### config.mk
export PLATFORM = sky130hd
export DESIGN_NAME = ss_scan_ctrl
export DESIGN_NICKNAME = d
export VERILOG_FILES = /design/src/rtl/ss_pkg.sv /design/src/rtl/ss_prescaler.sv /design/src/rtl/ss_scan_ctrl.sv
export SDC_FILE = /design/constraint.sdc
export NUM_CORES = 1
export LEC_CHECK = 0
export ABC_CLOCK_PERIOD_IN_PS = 2500
export BUFFER_PORTS_ARGS = -buffer_cell sky130_fd_sc_hd__buf_4
export CORE_ASPECT_RATIO = 0.6
export CORE_MARGIN = 2
export CORE_UTILIZATION = 50
export CTS_CLUSTER_SIZE = 40
export DETAILED_ROUTE_END_ITERATION = 10
export PLACE_DENSITY = 0.83
export SYNTH_ARGS = -nofsm -noshare
export SYNTH_HDL_FRONTEND = slang
export SYNTH_HIERARCHICAL = 1
export SYNTH_SLANG_ARGS = --single-unit
### constraint.sdc
create_clock -name clk -period 2.5 [get_ports clk]
set_clock_uncertainty 0.1 [all_clocks]
set_input_delay 0 -clock clk [delete_from_list [all_inputs] [get_ports clk]]
set_output_delay 0 -clock clk [all_outputs]
set_load 0.01 [all_outputs]
### src/rtl/ss_pkg.sv
// rtl/ss_pkg.sv - shared widths and digit type for the seven-segment scan path
package ss_pkg;

    localparam int DIGIT_W    = 3;
    localparam int NUM_DIGITS = 4;
    localparam int SEL_W      = 2;

    typedef logic [DIGIT_W-1:0] digit_t;

endpackage

### src/rtl/ss_prescaler.sv
// rtl/ss_prescaler.sv - per-digit slot prescaler, phase output under SS_SCAN_DIM_EN
module ss_prescaler #(
    parameter int DIV = 100000,
    parameter int CW  = 17
) (
    input  logic       clk,
    input  logic       rst_n,
    input  logic       en,
`ifdef SS_SCAN_DIM_EN
    output logic [2:0] phase,
`endif
    output logic       tick
);

    logic [CW-1:0] cnt;

    assign tick = en && (cnt == CW'(DIV - 1));

    // slot counter: runs 0..DIV-1 while enabled, holds while disabled
    always_ff @(posedge clk or negedge rst_n) begin
        if (!rst_n) begin
            cnt <= '0;
        end else if (en) begin
            cnt <= tick ? '0 : cnt + CW'(1);
        end
    end

`ifdef SS_SCAN_DIM_EN
    logic [CW-1:0] sub_cnt;

    // eighth-of-slot phase counter, realigned to the slot start on every tick
    always_ff @(posedge clk or negedge rst_n) begin
        if (!rst_n) begin
            sub_cnt <= '0;
            phase   <= '0;
        end else if (tick) begin
            sub_cnt <= '0;
            phase   <= '0;
        end else if (en) begin
            if (sub_cnt == CW'(DIV / 8 - 1)) begin
                sub_cnt <= '0;
                phase   <= phase + 3'd1;
            end else begin
                sub_cnt <= sub_cnt + CW'(1);
            end
        end
    end
`endif

endmodule

### src/rtl/ss_scan_ctrl.sv
// rtl/ss_scan_ctrl.sv - digit scan, double-buffered load and commit, optional SS_SCAN_DIM_EN dimming
module ss_scan_ctrl
    import ss_pkg::*;
#(
    parameter int DIV = 100000,
    parameter int CW  = 17
) (
    input  logic             clk,
    input  logic             rst_n,
    input  logic             en,
`ifdef SS_SCAN_DIM_EN
    input  logic [2:0]       duty,
`endif
    input  logic             load_valid,
    output logic             load_ready,
    input  digit_t           din3,
    input  digit_t           din2,
    input  digit_t           din1,
    input  digit_t           din0,
    output digit_t           data3,
    output digit_t           data2,
    output digit_t           data1,
    output digit_t           data0,
    output logic [SEL_W-1:0] sel,
    output logic             blank,
    output logic             frame_done
);

    logic   tick;
    logic   frame_boundary;
    logic   accept;
    logic   pending;
    logic   blank_next;
    digit_t pend_buf [NUM_DIGITS];
    digit_t data_q   [NUM_DIGITS];

`ifdef SS_SCAN_DIM_EN
    logic [2:0] phase;

    ss_prescaler #(.DIV(DIV), .CW(CW)) u_prescaler (
        .clk   (clk),
        .rst_n (rst_n),
        .en    (en),
        .phase (phase),
        .tick  (tick)
    );

    assign blank_next = ~en | (phase > duty);
`else
    ss_prescaler #(.DIV(DIV), .CW(CW)) u_prescaler (
        .clk   (clk),
        .rst_n (rst_n),
        .en    (en),
        .tick  (tick)
    );

    assign blank_next = ~en;
`endif

    assign frame_boundary = tick && (sel == SEL_W'(NUM_DIGITS - 1));
    assign load_ready     = ~pending;
    assign accept         = load_valid && load_ready;

    assign data0 = data_q[0];
    assign data1 = data_q[1];
    assign data2 = data_q[2];
    assign data3 = data_q[3];

    // digit select advances once per slot and wraps after the last digit
    always_ff @(posedge clk or negedge rst_n) begin
        if (!rst_n) begin
            sel <= '0;
        end else if (tick) begin
            sel <= sel + SEL_W'(1);
        end
    end

    // capture offered data into the pending buffer; move it to the display only at a frame boundary
    always_ff @(posedge clk or negedge rst_n) begin
        if (!rst_n) begin
            pending <= 1'b0;
            for (int i = 0; i < NUM_DIGITS; i++) begin
                pend_buf[i] <= '0;
                data_q[i]   <= '0;
            end
        end else if (accept) begin
            pending     <= 1'b1;
            pend_buf[0] <= din0;
            pend_buf[1] <= din1;
            pend_buf[2] <= din2;
            pend_buf[3] <= din3;
        end else if (frame_boundary && pending) begin
            pending <= 1'b0;
            for (int i = 0; i < NUM_DIGITS; i++) begin
                data_q[i] <= pend_buf[i];
            end
        end
    end

    // registered status toward the driver and top level
    always_ff @(posedge clk or negedge rst_n) begin
        if (!rst_n) begin
            frame_done <= 1'b0;
            blank      <= 1'b1;
        end else begin
            frame_done <= frame_boundary;
            blank      <= blank_next;
        end
    end

endmodule
==> flow_summary_export.csv <==
group,metric,value,unit
status,outcome,"finished clean",
finish,instances_no_fill,246,
power_and_ir_drop,powerDensity,605,mW/mm^2
grt,antenna_found_initial,0,
synthesis,synth_area_leaders,"dfrtp_1 (57%), mux2_2 (9.1%), mux2_4 (6.8%)",
grt,grt_first_pass_wirelength,6650,microns
synthesis,yosysUniqueCellTypes,30,
power_and_ir_drop,switching_power,0.398,mW
sta,max_freq,434,MHz
sta,worst_pin_slew,0.686,ns
synthesis,synth_top_area_frac,0.569,
power_and_ir_drop,power,1.51,mW
synthesis,synth_top_area_cell,"dfrtp_1",
setup_path,arrival,2.39,ns
setup_path,endpoint_kind,"flip-flop",
power_and_ir_drop,seqPwrFrac,0.582,
sta,tns,0,ns
place,hpwl,2730,microns
sta,finalSetupViolCount,0,
setup_path,rr_worst_depth,6,
detailed_routing,drt_wl_total,4010,microns
synthesis,netlist_instances,147,
setup_path,crit_path_top_delay_cell,"mux2_4",
setup_path,worst_setup_path_start_kind,"flip-flop",
synthesis,synth_enable_flop_cells,0,
clock_tree,cts_resized,0,
setup_path,r2r_end,"data3[0]$_DFFE_PN0P_",
finish,final_nets,216,
power_and_ir_drop,p_int,1.11,mW
clock_tree,cts.sinks,46,
detailed_routing,ant_nets,0,
detailed_routing,dr.pass1.iters,4,
setup_path,r2r-start,"u_prescaler/cnt[0]$_DFFE_PN0P_",
setup_path,worstPathMaxFanout,13,
synthesis,synth.net_count,165,
floorplan,dieArea,0.00449,sq mm
setup_path,endpoint,"data3[0]$_DFFE_PN0P_",
setup_path,worstSetupStartpoint,"u_prescaler/cnt[0]$_DFFE_PN0P_",
finish,nFillCells,246,
synthesis,ys_seq_elements,46,
power_and_ir_drop,p_leak,1.25,nW
setup_path,cp.required,2.59,ns
place,place_inst,223,
sta,whs,0.144,ns
sta,timing_hold_violations_final,0,
setup_path,regToRegSetupSlack,0.19,ns
detailed_routing,drcViolationCount,0,
floorplan,die_w,85.2,microns
synthesis,synth_ff_type,"dfrtp_1",
grt,grt_max_degree,47,
clock_tree,ctsHtreeMaxLevel,2,
place,routabilityCongestion,0.904,
detailed_routing,drtIter0Drc,61,
clock_tree,cts_made_buffers,5,
power_and_ir_drop,combPwrFrac,0.103,
clock_tree,clk_path_buf_depth,2,
floorplan,die_h,52.7,microns
detailed_routing,wl_per_cell,16.3,microns
floorplan,start_util,0.531,
synthesis,avgSynthCellArea,13.5,sq um
clock_tree,clk_latency,0.30,ns
detailed_routing,viasPerCell,5.43,
power_and_ir_drop,ir_worst_vdd,0.000355,V
clock_tree,clk_pin_slew,0.08,ns
worst_hold_path,min_path_type,"input port to async pin",
power_and_ir_drop,swShare,0.263,
synthesis,mappedNetlistArea,0.00198,sq mm
power_and_ir_drop,p_clk_frac,0.314,
synthesis,synth-warning-count,6,
sta,period_share,0.923,
sta,slew_headroom,0.540,
floorplan,coreArea,0.00372,sq mm
run,drv_cap,0,
synthesis,seq_area_frac_synth,0.583,
sta,slew_viol_final,0,
floorplan,ios,33,
clock_tree,cts-root-buf,"clkbuf_8",
synthesis,ys_top_cells_by_count,"dfrtp_1 (45), mux2_2 (16), xnor2_1 (11)",
finish,syn2layout_area_growth,26.3,%
synthesis,async_reset_ff_frac,1.00,
clock_tree,cts_tree,"built",
finish,drive_gt1_frac,0.362,
detailed_routing,vias,1336,
grt,grt_pass1_vias,1330,
grt,grtUsageTotal,0.200,
finish,diodes,0,
place,numPortBuffers,32,
grt,gr-total-overflow,0,
setup_path,crit_type,"flip-flop to flip-flop",
synthesis,synth.most_common_cell,"dfrtp_1",
sta,min_period,2.31,ns
sta,rsz0062_at_grt,"no",
setup_path,max_stage_delay,0.44,ns
floorplan,num_rows,17,
setup_path,cp_cell_sequence,"ha_1, and3_1, nand4_2, nor3_4, nand3_2, mux2_4",
## cell families after synthesis
group / after synthesis / share of synthesized area
DFF: 46 / 0.583
and+or+nand+nor: 45 / 0.140
muxes: 25 / 0.159
xor gates and xnor gates: 15 / 0.0664
buffers and inverters: 10 / 0.0272
AOI/OAI and AO/OA: 4 / 0.0120
adders and majority gates: 2 / 0.0126
## worst max-delay path: cells and delay by family (launching register included)
family	cells	cell delay [ns]
simple gates	4	1.00
flops	1	0.41
fa+ha+maj	1	0.26
mux	1	0.44
## what timing repair did
item	CTS	global route
hold endpoints to repair	63	0
hold buffers	15	0
buffers inserted	0	0
## power groups by stage
stage	registers [mW]	clock network, mW	logic [mW]
floorplan	0.860	0	0.103
global placement	0.885	0	0.126
detailed placement	0.892	0	0.135
CTS	0.878	0.478	0.154
global route	0.890	0.521	0.172
finish	0.880	0.475	0.156
## cells in the final DEF, fill, tap and decap left out
master         count
dfrtp_1           45
o21a_1             1
nor2_1             8
dlygate4sd3_1     15
xor2_1             4
nand3_2            1
and4_1             1
clkinvlp_4         1
inv_1              6
nor3_4             1
ha_1               2
nand2b_1           2
o22ai_1            1
nand2_1            6
clkbuf_8           6
nand4_1            7
nor4_1             6
nor2b_2            1
nand3_1            5
and2_1             1
mux2_4             9
nand4_2            2
mux2_2            16
and3_1             2
nand3b_1           1
xnor2_1           11
buf_4             33
nor4bb_1           1
dfstp_2            1
clkinv_2           1
a21oi_1            1
o21ai_1            1
## stage by stage
step | area, sq um | util | setup slack [ns]
6_report | 2500 | 0.671 | 0.194
2_1_floorplan | 1980 | - | 0.312
3_3_place_gp | 2250 | 0.605 | 0.333
5_1_grt | 2500 | 0.671 | 0.0662
4_1_cts | 2500 | 0.671 | 0.219
3_5_place_dp | 2250 | 0.605 | 0.222
## sequential cells by signal, indices dropped and copies added (netlist names)
register	cells
data1	3
blank	1
frame_done	1
sel	2
u_prescaler/cnt	17
pend_buf	12
data3	3
data2	3
data0	3
pending	1
## cell type report
type,count,area [sq um],share of cell area
Clock buffer,6,82.6,0.0330
Timing Repair Buffer,48,398,0.159
Multi-Input combinational cell,91,772,0.309
Tap cell,47,58.8,0.0235
Sequential cell,46,1150,0.461
Inverter,6,22.5,0.00901
Clock inverter,2,12.5,0.00501
## layer usage
layer  wire, microns  track usage  vias up
li1                -            -      613
met1            1920        0.268      684
met2            1900        0.323       37
met3             179       0.0567        2
met4              12       0.0556        0
met5               0            0        -
## how the worst min path moves through the flow
| stage | end | slack [ns] |
|---|---|---|
| detailed placement | pend_buf[9]$_DFFE_PN0P_ | -0.07 |
| floorplan | data0[0]$_DFFE_PN0P_ | -0.40 |
| CTS | u_prescaler/cnt[2]$_DFFE_PN0P_ | 0.14 |
| global route | pend_buf[0]$_DFFE_PN0P_ | 0.18 |
| finish | pend_buf[0]$_DFFE_PN0P_ | 0.14 |
| global placement | pend_buf[0]$_DFFE_PN0P_ | -0.08 |
Note: power is estimated with default switching activity, not from simulation.
